## src/rtl/reg_scoreboard_pkg.sv

```systemverilog
// Shared defaults and width helpers for the register scoreboard.
package reg_scoreboard_pkg;

    localparam int NUM_REGS_DEF = 16;
    localparam int NUM_WB_DEF   = 2;
    localparam int CNT_W_DEF    = 2;
    localparam int CC_REGS_DEF  = 8;

    // Index width for n registers; never narrower than one bit.
    function automatic int idx_w(input int n);
        return (n > 1) ? $clog2(n) : 1;
    endfunction

    // Width able to hold a count of 0..n.
    function automatic int cnt_w_for(input int n);
        return $clog2(n + 1);
    endfunction

endpackage

```

## src/rtl/scoreboard_counter.sv

```systemverilog
// Pending-write counter for one architectural register, with writeback hit
// counting, same-cycle bypass and underflow detection.
module scoreboard_counter
    import reg_scoreboard_pkg::*;
#(
    parameter int NUM_WB = NUM_WB_DEF,
    parameter int IDX_W  = 4,
    parameter int CNT_W  = CNT_W_DEF,
    parameter int REG_ID = 0
) (
    input  logic                    I_CLOCK,
    input  logic                    I_RESET,
    input  logic                    I_LOCK,
    input  logic [NUM_WB-1:0]       I_WbEnable,
    input  logic [NUM_WB*IDX_W-1:0] I_WbRegIdx,
    input  logic                    inc,
    output logic                    pend_eff,
    output logic                    full,
    output logic                    pending,
    output logic                    nz_nxt,
    output logic                    underflow
);

    localparam int HIT_W = cnt_w_for(NUM_WB);
    localparam int SW    = (CNT_W > HIT_W) ? CNT_W : HIT_W;
    localparam logic [CNT_W-1:0] CMAX = {CNT_W{1'b1}};

    logic [CNT_W-1:0] cnt, cnt_nxt;
    logic [HIT_W-1:0] hits;
    logic [SW-1:0]    cnt_x, hits_x, drained;

    always_comb begin
        hits = '0;
        for (int p = 0; p < NUM_WB; p++)
            if (I_WbEnable[p] && I_WbRegIdx[p*IDX_W +: IDX_W] == IDX_W'(REG_ID))
                hits = hits + HIT_W'(1);
    end

    // Compare in a common width so a hit count wider than the counter is exact.
    always_comb begin
        cnt_x     = SW'(cnt);
        hits_x    = SW'(hits);
        pend_eff  = cnt_x > hits_x;
        underflow = hits_x > cnt_x;
        drained   = underflow ? '0 : cnt_x - hits_x;
        cnt_nxt   = CNT_W'(drained) + CNT_W'(inc);
        nz_nxt    = cnt_nxt != '0;
        full      = (cnt == CMAX) && (hits == '0);
    end

    always_ff @(posedge I_CLOCK) begin
        if (I_RESET) begin
            cnt     <= '0;
            pending <= 1'b0;
        end else if (I_LOCK) begin
            cnt     <= cnt_nxt;
            pending <= nz_nxt;
        end
    end

endmodule

```

## src/rtl/reg_scoreboard.sv

```systemverilog
// Register scoreboard: tracks outstanding writes per register and stalls
// issue on RAW, condition-code and counter-full hazards.
module reg_scoreboard
    import reg_scoreboard_pkg::*;
#(
    parameter  int NUM_REGS = NUM_REGS_DEF,
    parameter  int NUM_WB   = NUM_WB_DEF,
    parameter  int CNT_W    = CNT_W_DEF,
    parameter  int CC_REGS  = CC_REGS_DEF,
    localparam int IDX_W    = idx_w(NUM_REGS)
) (
    input  logic                    I_CLOCK,
    input  logic                    I_RESET,
    input  logic                    I_LOCK,
    input  logic                    I_IssueValid,
    input  logic [IDX_W-1:0]        I_Src1Idx,
    input  logic [IDX_W-1:0]        I_Src2Idx,
    input  logic [IDX_W-1:0]        I_DestIdx,
    input  logic                    I_Src1Use,
    input  logic                    I_Src2Use,
    input  logic                    I_DestUse,
    input  logic                    I_UsesCC,
    input  logic [NUM_WB-1:0]       I_WbEnable,
    input  logic [NUM_WB*IDX_W-1:0] I_WbRegIdx,
    output logic                    O_DepStall,
    output logic                    O_IssueFire,
    output logic [NUM_REGS-1:0]     O_Pending,
    output logic                    O_Busy,
    output logic                    O_Error
);

    logic [NUM_REGS-1:0] pend, full, nz_nxt, uflow, inc;
    logic active, src1_hz, src2_hz, cc_hz, dest_hz;

    function automatic logic in_range(input logic [IDX_W-1:0] idx);
        return {1'b0, idx} < (IDX_W+1)'(NUM_REGS);
    endfunction

    always_comb begin
        active  = I_LOCK & I_IssueValid & ~I_RESET;
        src1_hz = I_Src1Use && in_range(I_Src1Idx) && pend[I_Src1Idx];
        src2_hz = I_Src2Use && in_range(I_Src2Idx) && pend[I_Src2Idx];
        cc_hz   = 1'b0;
        for (int r = 0; r < CC_REGS && r < NUM_REGS; r++)
            cc_hz = cc_hz | pend[r];
        cc_hz   = cc_hz & I_UsesCC;
        // Counter saturation is the only dest-side hazard; WAW just counts.
        dest_hz = I_DestUse && in_range(I_DestIdx) && full[I_DestIdx];
        O_DepStall  = active & (src1_hz | src2_hz | cc_hz | dest_hz);
        O_IssueFire = active & ~O_DepStall;
        for (int r = 0; r < NUM_REGS; r++)
            inc[r] = O_IssueFire & I_DestUse & (I_DestIdx == IDX_W'(r));
    end

    for (genvar g = 0; g < NUM_REGS; g++) begin : g_reg
        scoreboard_counter #(
            .NUM_WB (NUM_WB),
            .IDX_W  (IDX_W),
            .CNT_W  (CNT_W),
            .REG_ID (g)
        ) u_cnt (
            .I_CLOCK    (I_CLOCK),
            .I_RESET    (I_RESET),
            .I_LOCK     (I_LOCK),
            .I_WbEnable (I_WbEnable),
            .I_WbRegIdx (I_WbRegIdx),
            .inc        (inc[g]),
            .pend_eff   (pend[g]),
            .full       (full[g]),
            .pending    (O_Pending[g]),
            .nz_nxt     (nz_nxt[g]),
            .underflow  (uflow[g])
        );
    end

    always_ff @(posedge I_CLOCK) begin
        if (I_RESET) begin
            O_Busy  <= 1'b0;
            O_Error <= 1'b0;
        end else if (I_LOCK) begin
            O_Busy <= |nz_nxt;
            if (|uflow)
                O_Error <= 1'b1;
        end
    end

endmodule

```

## config.mk

```make
export PLATFORM = sky130hd
export DESIGN_NAME = reg_scoreboard
export DESIGN_NICKNAME = d
export VERILOG_FILES = /design/src/rtl/reg_scoreboard_pkg.sv /design/src/rtl/scoreboard_counter.sv /design/src/rtl/reg_scoreboard.sv
export SDC_FILE = /design/constraint.sdc
export NUM_CORES = 1
export LEC_CHECK = 0
export BUFFER_PORTS_ARGS = -buffer_cell sky130_fd_sc_hd__clkbuf_2
export CORE_MARGIN = 5
export CORE_UTILIZATION = 35
export DETAILED_ROUTE_END_ITERATION = 7
export PLACE_DENSITY = 0.59
export REMOVE_ABC_BUFFERS = 1
export SLEW_MARGIN = 20
export SYNTH_ARGS = -nofsm -noshare
export SYNTH_HDL_FRONTEND = slang
export SYNTH_SLANG_ARGS = --single-unit
```

## constraint.sdc

```tcl
create_clock -name I_CLOCK -period 12.11 [get_ports I_CLOCK]
set_clock_uncertainty 0.2 [all_clocks]
set_input_delay 2.422 -clock I_CLOCK [delete_from_list [all_inputs] [get_ports I_CLOCK]]
set_output_delay 2.422 -clock I_CLOCK [all_outputs]
set_load 0.01 [all_outputs]
```

* Yosys cells after proc, flatten, opt, wreduce, memory -nomap -nowiden
Index checks and enable logic that the tools add are counted.
** Cells by class
- Add/sub/neg operators :: 48
- Multiply operators :: 0
- Divide/modulo/power cells :: 0
- Magnitude comparators :: 35
- Equality and inequality tests :: 61
- Shifts and indexed selects :: 0
- Multiplexer cells :: 54
- Bitwise operators :: 34
- Reductions and logical operators :: 89
** Operators with widths (number)
- == test 4 bit (second input constant) :: 24
- greater-than comparator 2 bit :: 32
- 2-to-1 mux 2 bit :: 32
- logical AND 1 bit :: 51
- == test 4 x 3 -> 1 bit (second input constant) :: 12
- adder 1 x 1 -> 2 bit (second input constant) :: 16
- adder 2 x 1 -> 2 bit :: 16
- == test 2 bit (second input constant) :: 16
- logical NOT 2 bit :: 16
- nonzero test 2 bit :: 16
- OR reduction 16 bit :: 2
- subtractor 2 bit :: 16
- == test 4 x 2 -> 1 bit (second input constant) :: 6
- bitwise AND 1 bit :: 22
- 2-to-1 mux 1 bit :: 19
- less-than comparator 4 x 5 -> 1 bit (second input constant) :: 3
- binary-select mux 1 bit (select 4 bit) :: 3
- == test 4 x 1 -> 1 bit (second input constant) :: 3
- logical NOT 4 bit :: 3
- bitwise OR 1 bit :: 10
- inverter 1 bit :: 2
- AND reduction 2 bit :: 1
** Storage, ports and cells
- Register bits :: 50
- Latch bits :: 0
- RAM bits :: 0
- ROM bits :: 0
- Input port bits :: 30
- Output and inout bits :: 20
- Word-level logic and storage cells :: 355
- Memories :: 0

* Depth between registers and ports, before layout
Gate-level depths: netlist of run 1.
- Depth in word-level cells :: 24
- Gate-level depth with buffers :: 20
- Mapped depth without buffers :: 19

* Cells and area by module
From an unflattened synthesis of run 1, not the netlist that was laid out.
** Unflattened totals
- Cell total of the unflattened synthesis :: 635
- Area total of the unflattened synthesis :: 5556.6 µm²
** Modules (own cells, without submodules)
- scoreboard_counter at g_reg[0].u_cnt ... :: instances 5, cells an instance 32, area each 285.3 µm², seq. area each 60.1 µm²
- reg_scoreboard :: instances 1, cells an instance 111, area each 919.6 µm², seq. area each 40.0 µm²
- scoreboard_counter at g_reg[5].u_cnt ... :: instances 3, cells an instance 34, area each 291.5 µm², seq. area each 60.1 µm²
- scoreboard_counter at g_reg[11].u_cnt ... :: instances 2, cells an instance 32, area each 297.8 µm², seq. area each 60.1 µm²
- scoreboard_counter at g_reg[13].u_cnt ... :: instances 2, cells an instance 34, area each 286.5 µm², seq. area each 60.1 µm²
- scoreboard_counter at g_reg[10].u_cnt :: instances 1, cells an instance 34, area each 297.8 µm², seq. area each 60.1 µm²
- scoreboard_counter at g_reg[12].u_cnt :: instances 1, cells an instance 32, area each 292.8 µm², seq. area each 60.1 µm²
- scoreboard_counter at g_reg[15].u_cnt :: instances 1, cells an instance 32, area each 290.3 µm², seq. area each 60.1 µm²
- scoreboard_counter at g_reg[3].u_cnt :: instances 1, cells an instance 32, area each 286.5 µm², seq. area each 60.1 µm²

* Least setup slack after synthesis of run 1
No wires, ideal clock.
- Kind :: input port to output port
- Start point :: in I_WbRegIdx[3]
- End point :: out O_IssueFire
- Arrival :: 5086 ps
- Required time :: 9488 ps
- Slack :: 4402 ps
- Stages on the path :: 11
- Buffers on the path :: 0
- Path through :: nor3b_1 -> nand3_1 -> ha_1 -> ha_1 -> inv_1 -> fa_1 -> a21boi_1 -> or4_1 -> o21ai_2 -> nand2_1 -> nor4_1
** Between the ends
- Longest elaborated chain between the ends :: 19
- Elaborated cells on any way between the ends :: 151
- Classes of those cells :: 16 x add/sub; 16 x order compare; 15 x eq/ne; 38 x mux; 14 x bitwise; 52 x reduce/logical
** Ends and longest elaborated chain
- start, declared :: line reg_scoreboard.sv:24 : input logic [NUM_WB*IDX_W-1:0] I_WbRegIdx,
- == test 4 x 1 -> 1 bit or logical NOT 4 bit (tied branches) :: line scoreboard_counter.sv:35 : if (I_WbEnable[p] && I_WbRegIdx[p*IDX_W +: IDX_W] == IDX_W'(REG_ID))
- logical AND 1 bit :: line scoreboard_counter.sv:35
- 2-to-1 mux 1 bit :: line scoreboard_counter.sv:35
- adder 1 x 1 -> 2 bit :: line scoreboard_counter.sv:36 : hits = hits + HIT_W'(1);
- 2-to-1 mux 2 bit :: line scoreboard_counter.sv:35
- greater-than comparator 2 bit :: line scoreboard_counter.sv:43 : pend_eff = cnt_x > hits_x;
- bitwise OR 1 bit (7 in a row) :: line reg_scoreboard.sv:45 : cc_hz = cc_hz | pend[r];
- bitwise AND 1 bit :: line reg_scoreboard.sv:46 : cc_hz = cc_hz & I_UsesCC;
- bitwise OR 1 bit :: line reg_scoreboard.sv:49 : O_DepStall = active & (src1_hz | src2_hz | cc_hz | dest_hz);
- bitwise OR 1 bit * :: line reg_scoreboard.sv:49
- bitwise AND 1 bit * :: line reg_scoreboard.sv:49
- inverter 1 bit * :: line reg_scoreboard.sv:50 : O_IssueFire = active & ~O_DepStall;
- bitwise AND 1 bit * :: line reg_scoreboard.sv:50
- end, declared :: line reg_scoreboard.sv:26 : output logic O_IssueFire,
Every way passes the cells marked *; elsewhere a longest branch is shown, timed or not. The select of a mux whose other input is x is not followed.

* Worst setup path in the final report of run 1
Ends and elaborated chain as after synthesis.

==> results of run 1 <==
[metrics by stage]
step / cells / setup WS, ps / hold WS [ps]
floorplan: 581 / 4400 / 283
global placement: 812 / 3640 / 261
detailed placement: 812 / 3630 / 269
CTS: 820 / 3630 / 284
global route: 820 / 3420 / 302
finish: 820 / 3650 / 279
[power breakdown]
group | switching [mW] | internal (mW) | total [mW]
Clock | 0.0749 | 0.0993 | 0.174
Sequential | 0.00851 | 0.174 | 0.183
Combinational | 0.0726 | 0.0450 | 0.118
[logic make-up (layout without fill, tap and decap cells)]
logic type	Yosys count	count (layout)	synth area share [%]
AOI/OAI and AO/OA	71	71	10.9
adders and majority gates	96	96	26.4
and+or+nand+nor	244	244	24.6
DFF	50	50	20.0
buffers and inverters	119	140	10.6
xor gates and xnor gates	16	16	2.80
muxes	23	23	4.65
[area by class of cell]
type / instances / area (um2)
fill: 1405 / 8500
tap: 180 / 225
clock buffer: 5 / 125
multi-input combinational: 450 / 3470
sequential: 50 / 1000
clock inverter: 3 / 48.8
inverter: 81 / 304
timing repair buffer: 51 / 260
[flip-flops by register name (all words and copies together), names as in the netlist]
register / count
O_Busy: 1
g.u_cnt.pending: 16
O_Error: 1
g.u_cnt.cnt: 32
[cell usage after synthesis (5+ instances only)]
cell	count	area share, %
inv_1	81	6.1
ha_1	80	20
nor2_1	65	4.9
nand2_1	53	4.0
dfxtp_1	50	20
nor2b_1	39	4.9
a211oi_1	29	4.4
mux2i_1	21	4.2
nand4_1	19	2.4
nand3_1	17	1.7
buf_4	16	2.4
fa_1	16	6.4
clkbuf_1	14	1.0
nor3_1	14	1.4
a21boi_0	11	1.7
xor2_1	11	1.9
nand4b_1	8	1.4
a21oi_1	7	0.70
a22oi_1	7	1.0
nor4_1	6	0.75
nand2b_1	5	0.63
xnor2_1	5	0.87
[layout by cell type, fill, tap and decap left out, drive strengths merged, types with 17 or more instances in the layout]
cell type,Yosys,layout
nand3,17,17
dfxtp,50,50
nand4,19,19
clkbuf,14,53
nor2b,39,39
inv,81,82
nand2,53,53
nor2,65,65
mux2i,21,21
a211oi,29,29
ha,80,80
[how the worst max path moves through the flow]
| stage | from | to | slack [ps] | cells after the start |
|---|---|---|---|---|
| 3_3_place_gp | I_WbRegIdx[3] | O_IssueFire | 3640 | 13 |
| 5_1_grt | I_WbRegIdx[3] | O_IssueFire | 3420 | 13 |
| 3_5_place_dp | I_WbRegIdx[3] | O_IssueFire | 3630 | 13 |
| 6_report | I_WbRegIdx[3] | O_IssueFire | 3650 | 13 |
| 2_1_floorplan | I_WbRegIdx[3] | O_IssueFire | 4400 | 11 |
| 4_1_cts | I_WbRegIdx[3] | O_IssueFire | 3630 | 13 |
[layer usage]
layer  share of wire (%)  routed length [um]  up-vias
met1                  47                6480     1982
li1                    -                   -     2110
met3                 4.7                 649       23
met5                   0                   0        -
met4                 3.0                 418        0
met2                  46                6370       96
[worst max-delay path: stages]
cell      delay [ps]
clkbuf_2         100
nor3b_1          610
nand2_1          300
ha_1             370
ha_1             130
inv_1             40
fa_1             440
a21boi_0         190
or4_1            520
o21ai_2          240
nand2_1          110
nor4_1           180
clkbuf_2         170
==> metrics.md, run 1 <==
| Metric | Value |
|---|---|
| CTS root buf | clkbuf_16 |
| Worst Path Arrival | just under 6000 ps |
| Post-layout util | about two fifths |
| Ys flop type | dfxtp_1 |
| CP Max Fanout | 5 |
| Fmax | approximately 120 MHz |
| Cells after synthesis | 619 |
| Die extent in x | about 130 um |
| CP endpoint kind | output port |
| Initial Utilization | between 30 and 40% |
| ANT cells | 0 |
| DRC errors left | 0 |
| Die Area | between 0.015 and 0.02 mm2 |
| Synth warn | 0 |
| Cell Rows | 43 |
| RSZ-0062 raised after global routing | false |
| WL final | approximately 14000 um |
| Critical path class | in -> out |
| Hold endpoint | g_reg[4].u_cnt.pending |
| R2R Setup Slk | 7840 ps |
| Worst-margin pin slew | between 800 and 900 ps |
| Worst skew pair latency | a little over 300 ps |
| Drt wl/cell | ~17 um |
| Sequential fraction of the synthesis area | between 20% and 30% |
| Placed cell area | between 0.005 and 0.006 mm2 |
| TritonRoute pass-1 iters | 4 |
| Yosys cell types | 49 |
| Largest net degree at the start of global routing | 67 |
| Reg2Reg Capture Point | O_Busy |
| Initial antenna violation count | 0 |
| Design area | between 0.005 and 0.006 mm2 |
| Reg-to-Reg Start | g_reg[5].u_cnt.cnt[0] |
| GRT Total Usage | between 10% and 20% |
| Tot Pwr | between 400 and 500 uW |
| Max_cap viols | 0 |
| CTS buffer count | 5 |
| Final nets | around 770 |
| Max Slew Vio Count | 0 |
| HPWL after detailed placement | around 11000 um |
| Cell Pwr Density | 87.2 mW/mm2 |
| DRT iter0 DRCs | about 240 |
| Layout cells sized above 1 | between 10% and 20% |
| Async SR Flop Fraction | 0% |
| Post-Syn Area | roughly 0.005 mm2 |
| Static Leak | ~2.6 nW |
| Post-cts sizing count | 0 |
| Req. time, crit path | between 9000 and 10000 ps |
| # Post-CTS Setup Buffers | 0 |
| Min-delay worst type | reg -> reg |
| CTS tree | done |
| Total congestion overflow | 0 |
| Area grow syn2layout | 8.68% |
| VDD IR-drop max | about 54 uV |
| Syn Area/Cell | about 8 um2 |
| Vias in the first global route | between 4000 and 5000 |
| Die Ht | 130 um |
| GRT Max-Usage Layer | met2 |
| Final Critical Period | approximately 8500 ps |
| PortBufs | 49 |
| Vias | 4211 |
| CORE AREA | about 0.014 mm2 |
| Fin. Hold Viols | 0 |
| Hold Buf Count CTS | 0 |
| Cell depth of the worst flop-to-flop path | 15 |
| Crit start category | input port |
| HP Start | g_reg[4].u_cnt.pending |
| Remaining antenna violation count | 0 |
| Met2 Use GR | about 28% |
| Drt via density | 5.14 |
| Clock Path Buffers | 2 |
| Max_slew headroom | a little under half |
| Met1 Usage GRT | between 20 and 25% |
| GR Layer Usage met3 | a little under 3% |
| Final worst path period share | ~70% |
| Setup violators final | 0 |
| First-pass GRT wire length | between 20000 and 25000 um |
| Worst-path clk slew | roughly 70 ps |
| Hold Path Depth | 2 |
| Status | finished, final reports clean |
| Setup TNS | 0 ps |
| Gpl congestion | 0.889 |
| Count of state elements after synthesis | 50 |
| I/O pins | 50 |
| Post-synth EDFFs | 0 |
| CTS Sinks | 50 |
| Max H-tree Level | 2 |
No activity file was read; power rests on OpenSTA's default activity.
==> inputs of run 2 (changes only) <==
- clock period: 12.11 -> 8.5 ns (I/O delays scaled with it)
==> run 2 against run 1 <==
Utilization about the same. Flip-flop and latch count stayed put. Setup slack got worse by 2200 ps. First-iteration DRC count up 2.9%. Power increased by 44%. Sequential power increased by 42%. Sequential share of layout area is essentially flat. Global-route usage shrank 0.053 points. Final area is essentially flat. Worst hold slack better by 3.8 ps. Critical path depth unchanged. Largest cell class unchanged.
==> metrics.md, run 2 (same netlist as run 1, synthesis figures left out) <==
| Metric | Value |
|---|---|
| Drt via density | around 5.2 |
| Hold Path Depth | 2 |
| HP Start | O_Busy |
| CP endpoint kind | output port |
| Post-Layout Cell Count | 820 |
| ANT cells | 0 |
| Max_cap viols | 0 |
| Min-delay worst type | reg -> reg |
| R2R Setup Slk | about 4200 ps |
| Initial antenna violation count | 0 |
| CP Max Fanout | 5 |
| Cell Rows | 43 |
| VDD IR-drop max | 76.0 uV |
| Vias | between 4000 and 5000 |
| # Post-CTS Setup Buffers | 0 |
| GRT Max-Usage Layer | met2 |
| Most used cells in the layout excluding fill and tap cells | inv_1 (81), ha_1 (80), nor2_1 (65) |
| Drt wl/cell | between 15 and 20 um |
| Die Ht | about 130 um |
| Place WS | 1470 ps |
| HPWL after detailed placement | 11400 um |
| Final worst path period share | 82.6% |
| Worst-margin pin slew | 796 ps |
| Final Critical Period | approximately 7000 ps |
| Total congestion overflow | 0 |
| Die extent in x | between 100 and 150 um |
| Critical path class | in -> out |
| Static Leak | 2.59 nW |
| Placed cell area | 0.00527 mm2 |
| Met1 Usage GRT | 22.2% |
| Gpl congestion | 0.889 |
| First-pass GRT wire length | between 20000 and 25000 um |
| Most common cell after layout, fill and taps aside | inv_1 |
| TritonRoute pass-1 iters | 4 |
| Initial Utilization | between 30% and 40% |
| Setup TNS | 0 ps |
| Die Area | between 0.015 and 0.02 mm2 |
| CTS tree | done |
| Hold endpoint | O_Busy |
| Max H-tree Level | 2 |
| Tot Pwr | between 600 and 700 uW |
| Largest register FFs | 32 |
| Hold Buf Count CTS | 0 |
| Clock Path Buffers | 2 |
| Max_slew headroom | between 40 and 50% |
| Cell depth of the worst flop-to-flop path | 15 |
| CORE AREA | around 0.014 mm2 |
| Fin. Hold Viols | 0 |
| Worst Path Arrival | approximately 5100 ps |
| WL final | between 10000 and 15000 um |
| Largest net degree at the start of global routing | 67 |
| CTS root buf | clkbuf_16 |
| Status | finished, final reports clean |
| Cell Pwr Density | around 130 mW/mm2 |
| DRC errors left | 0 |
| Setup violators final | 0 |
| CTS Sinks | 50 |
| Biggest register | g.u_cnt.cnt |
| Placed Instances | between 800 and 900 |
| Post-cts sizing count | 0 |
| I/O pins | 50 |
| GR Layer Usage met3 | ~3.4% |
| Reg2Reg Capture Point | O_Busy |
| Met2 Use GR | about 28% |
| PortBufs | between 40 and 50 |
| GRT Total Usage | around 17% |
| Fmax | ~140 MHz |
| Worst setup margin | 1480 ps |
| CTS buffer count | 5 |
| Req. time, crit path | about 6600 ps |
| Area grow syn2layout | 8.75% |
| Max Slew Vio Count | 0 |
| Reg-to-Reg Start | g_reg[5].u_cnt.cnt[0] |
| Largest regs | g.u_cnt.cnt: 32 flops, g.u_cnt.pending: 16 flops |
| Crit start category | input port |
| Design area | about 0.0054 mm2 |
| Worst skew pair latency | roughly 310 ps |
| Layout cells sized above 1 | 10.3% |
| DRT iter0 DRCs | 250 |
| Remaining antenna violation count | 0 |
| Vias in the first global route | approximately 4200 |
| RSZ-0062 raised after global routing | false |
| Worst-path clk slew | 80 ps |
| Final nets | approximately 770 |
[run 2: cell types whose count changed in the layout (fill, tap and decap cells not counted)]
cell	previous run	this run
clkbuf_8	0	1
clkinvlp_4	1	0
inv_6	0	1
inv_8	1	0
[run 2: worst max-delay path: stages]
cell and delay (ps):
clkbuf_2 100, nor3b_1 620, nand2_1 280, ha_1 370
ha_1 130, inv_1 40, fa_1 440, a21boi_0 190
or4_1 520, o21ai_2 250, nand2_1 110, nor4_1 180
clkbuf_2 180
[run 2: worst max path at each step]
| stage | from | endpoint | slack, ps | cells after the start |
|---|---|---|---|---|
| CTS | I_WbRegIdx[3] | O_IssueFire | 1470 | 13 |
| detailed placement | I_WbRegIdx[3] | O_IssueFire | 1470 | 13 |
| global route | I_WbRegIdx[3] | O_IssueFire | 1290 | 13 |
| finish | I_WbRegIdx[3] | O_IssueFire | 1480 | 13 |
| global placement | I_WbRegIdx[3] | O_IssueFire | 1470 | 13 |
| floorplan | I_WbRegIdx[3] | O_IssueFire | 2240 | 11 |
[run 2: final cells by class]
| type | count | area (um2) |
|---|---|---|
| tap | 180 | 225 |
| clock buffer | 6 | 139 |
| timing repair buffer | 51 | 260 |
| multi-input combinational | 450 | 3470 |
| fill | 1426 | 8490 |
| inverter | 81 | 304 |
| clock inverter | 2 | 38.8 |
| sequential | 50 | 1000 |
[run 2: per-stage QoR]
step	hold slack, ps	util, %
5_1_grt	309	39.1
4_1_cts	286	39.1
2_1_floorplan	283	-
3_3_place_gp	261	37.8
6_report	283	39.1
3_5_place_dp	267	37.8
[run 2: routing by layer]
layer  share of wire [%]  routed length (um)  vias to the layer above
met5                   0                   0                        -
met4                 3.0                 425                        0
met3                 5.2                 729                       29
met2                  46                6480                      112
met1                  45                6370                     2019
li1                    -                   -                     2122
[run 2: power by group]
part | switching (mW) | internal [mW]
clock network | 0.106 | 0.149
logic | 0.104 | 0.0642
registers | 0.0121 | 0.248
==> inputs of run 3 (changes only) <==
- PLACE_DENSITY: 0.59 -> 0.61
- clock period: 8.5 -> 6.1 ns (I/O delays scaled with it)
==> run 3 against run 2 <==
Setup slack worse by 1300 ps. Critical path depth up 1. Combinational power up 42%. Critical path type unchanged. Count of clock-buffer cells in the layout down 1. Register-to-register slack worse by 2300 ps. Non-clock buffer count up 3.
==> metrics.md, run 3 (same netlist as run 1, synthesis figures left out) <==
| Metric | Value |
|---|---|
| Max_cap viols | 0 |
| Worst skew pair latency | 310 ps |
| Max_slew headroom | roughly two fifths |
| Layout cells sized above 1 | 11.4% |
| Worst Path Arrival | 4480 ps |
| Critical path class | in -> out |
| Hold Path Depth | 2 |
| First-pass GRT wire length | between 20000 and 25000 um |
| Die Area | around 0.017 mm2 |
| Max H-tree Level | 2 |
| Register area | 0.00100 mm2 |
| Initial antenna violation count | 0 |
| RSZ-0062 raised after global routing | false |
| Worst-path clk slew | 70 ps |
| Vias in the first global route | 4301 |
| Final Critical Period | about 5900 ps |
| DRC errors left | 0 |
| Drt wl/cell | around 17 um |
| Status | finished, final reports clean |
| Final nets | around 770 |
| Cell depth of the worst flop-to-flop path | 15 |
| Most common cell after layout, fill and taps aside | inv_1 |
| Cell Rows | 43 |
| Largest regs | g.u_cnt.cnt: 32 flops, g.u_cnt.pending: 16 flops |
| Reg-to-Reg Start | g_reg[6].u_cnt.cnt[0] |
| CTS tree | done |
| CP endpoint kind | output port |
| Area grow syn2layout | 8.80% |
| CP Max Fanout | 18 |
| Sw Ratio | between 30% and 40% |
| CORE AREA | approximately 0.014 mm2 |
| CTS root buf | clkbuf_16 |
| Drt via density | between 5 and 6 |
| Reg2Reg Capture Point | O_Busy |
| Max Slew Vio Count | 0 |
| WL final | 14100 um |
| Setup violators final | 0 |
| Vias | between 4000 and 5000 |
| Crit start category | input port |
| Die Ht | 130 um |
| Worst-margin pin slew | about 920 ps |
| Min-delay worst type | reg -> reg |
| Biggest register | g.u_cnt.cnt |
| HP Start | O_Error |
| I/O pins | 50 |
| Clock Path Buffers | 2 |
| Setup TNS | 0 ps |
| PortBufs | 49 |
| Footprint of the multi-input gates | about 0.0035 mm2 |
| Total congestion overflow | 0 |
| R2R Setup Slk | around 1800 ps |
| Static Leak | 2.59 nW |
| DRT iter0 DRCs | about 230 |
| Fin. Hold Viols | 0 |
| HPWL after detailed placement | roughly 11000 um |
| CTS buffer count | 5 |
| Post-layout util | 39.1% |
| Post-Layout Cell Count | 822 |
| Largest net degree at the start of global routing | just under 80 |
| Placed Instances | 815 |
| Gpl congestion | between 0.9 and 1 |
| GRT Total Usage | around 18% |
| VDD IR-drop max | 94.1 uV |
| Cell Pwr Density | roughly 160 mW/mm2 |
| Logic gate share of total power | 26.8% |
| Fillers | 1456 |
| TritonRoute pass-1 iters | 4 |
| Clk pwr share | between 30% and 40% |
| CTS Sinks | 50 |
| Fmax | between 150 and 200 MHz |
| Hold Buf Count CTS | 0 |
| Die extent in x | roughly 130 um |
| Net Sw Power | ~300 uW |
| Req. time, crit path | around 4700 ps |
| Reg power frac | 40.7% |
| Most used cells in the layout excluding fill and tap cells | inv_1 (81), ha_1 (80), nor2_1 (65) |
| ANT cells | 0 |
| Hold endpoint | O_Error |
| Tot Pwr | ~900 uW |
| Initial Utilization | between 30% and 40% |
| Largest register FFs | 32 |
| Remaining antenna violation count | 0 |
| Internal power | 588 uW |
| Final worst path period share | ~97% |
run 3: area by class of cell:
class / instances / share of cell area [%]
clock buffer: 5 / 2.30
clock inverter: 2 / 0.253
inverter: 81 / 5.58
multi-input combinational: 450 / 64.2
sequential: 50 / 18.4
tap: 180 / 4.14
timing repair buffer: 54 / 5.19
run 3: repair_timing:
item	4_1_cts	5_1_grt
hold endpoints to repair	0	0
resized for setup	0	8
setup endpoints to repair	0	3
buffers inserted	0	0
run 3: through the flow:
step	area [um2]	setup WS, ps	hold slack (ps)
CTS	5430	35.4	290
floorplan	4780	796	283
global placement	5290	37.1	253
detailed placement	5290	48.7	269
global route	5450	13.8	303
finish	5450	200	279
run 3: how the worst max path moves through the flow:
stage / from / endpoint / slack, ps / cells after the start
2_1_floorplan: I_WbRegIdx[3] / O_IssueFire / 800 / 11
3_3_place_gp: I_WbRegIdx[1] / O_Busy / 40 / 19
3_5_place_dp: I_WbRegIdx[5] / O_DepStall / 50 / 14
4_1_cts: I_WbRegIdx[5] / O_DepStall / 40 / 14
5_1_grt: I_WbRegIdx[5] / O_IssueFire / 10 / 13
6_report: I_WbRegIdx[5] / O_DepStall / 200 / 14
run 3: worst max-delay path, stage by stage:
cell	delay, ps
clkbuf_2	160
nor2b_1	330
nand2_1	130
ha_1	310
ha_1	180
inv_1	60
fa_1	270
a21boi_1	480
a22oi_1	170
nand3_1	130
nand4_1	180
o21ai_4	490
o21a_1	230
clkbuf_2	130
run 3: layer usage:
layer,share of wire [%],GRT usage (%)
met5,0,0
met4,3.4,7.95
met3,5.1,3.75
met2,46,28.6
met1,45,22.3
run 3: power groups by stage:
| stage | registers, mW | clock network (mW) | logic, mW |
|---|---|---|---|
| after floorplan | 0.372 | 0 | 0.135 |
| after global placement | 0.370 | 0 | 0.233 |
| after detailed placement | 0.371 | 0 | 0.237 |
| after CTS | 0.363 | 0.302 | 0.238 |
| after global routing | 0.366 | 0.316 | 0.267 |
| final | 0.363 | 0.290 | 0.238 |
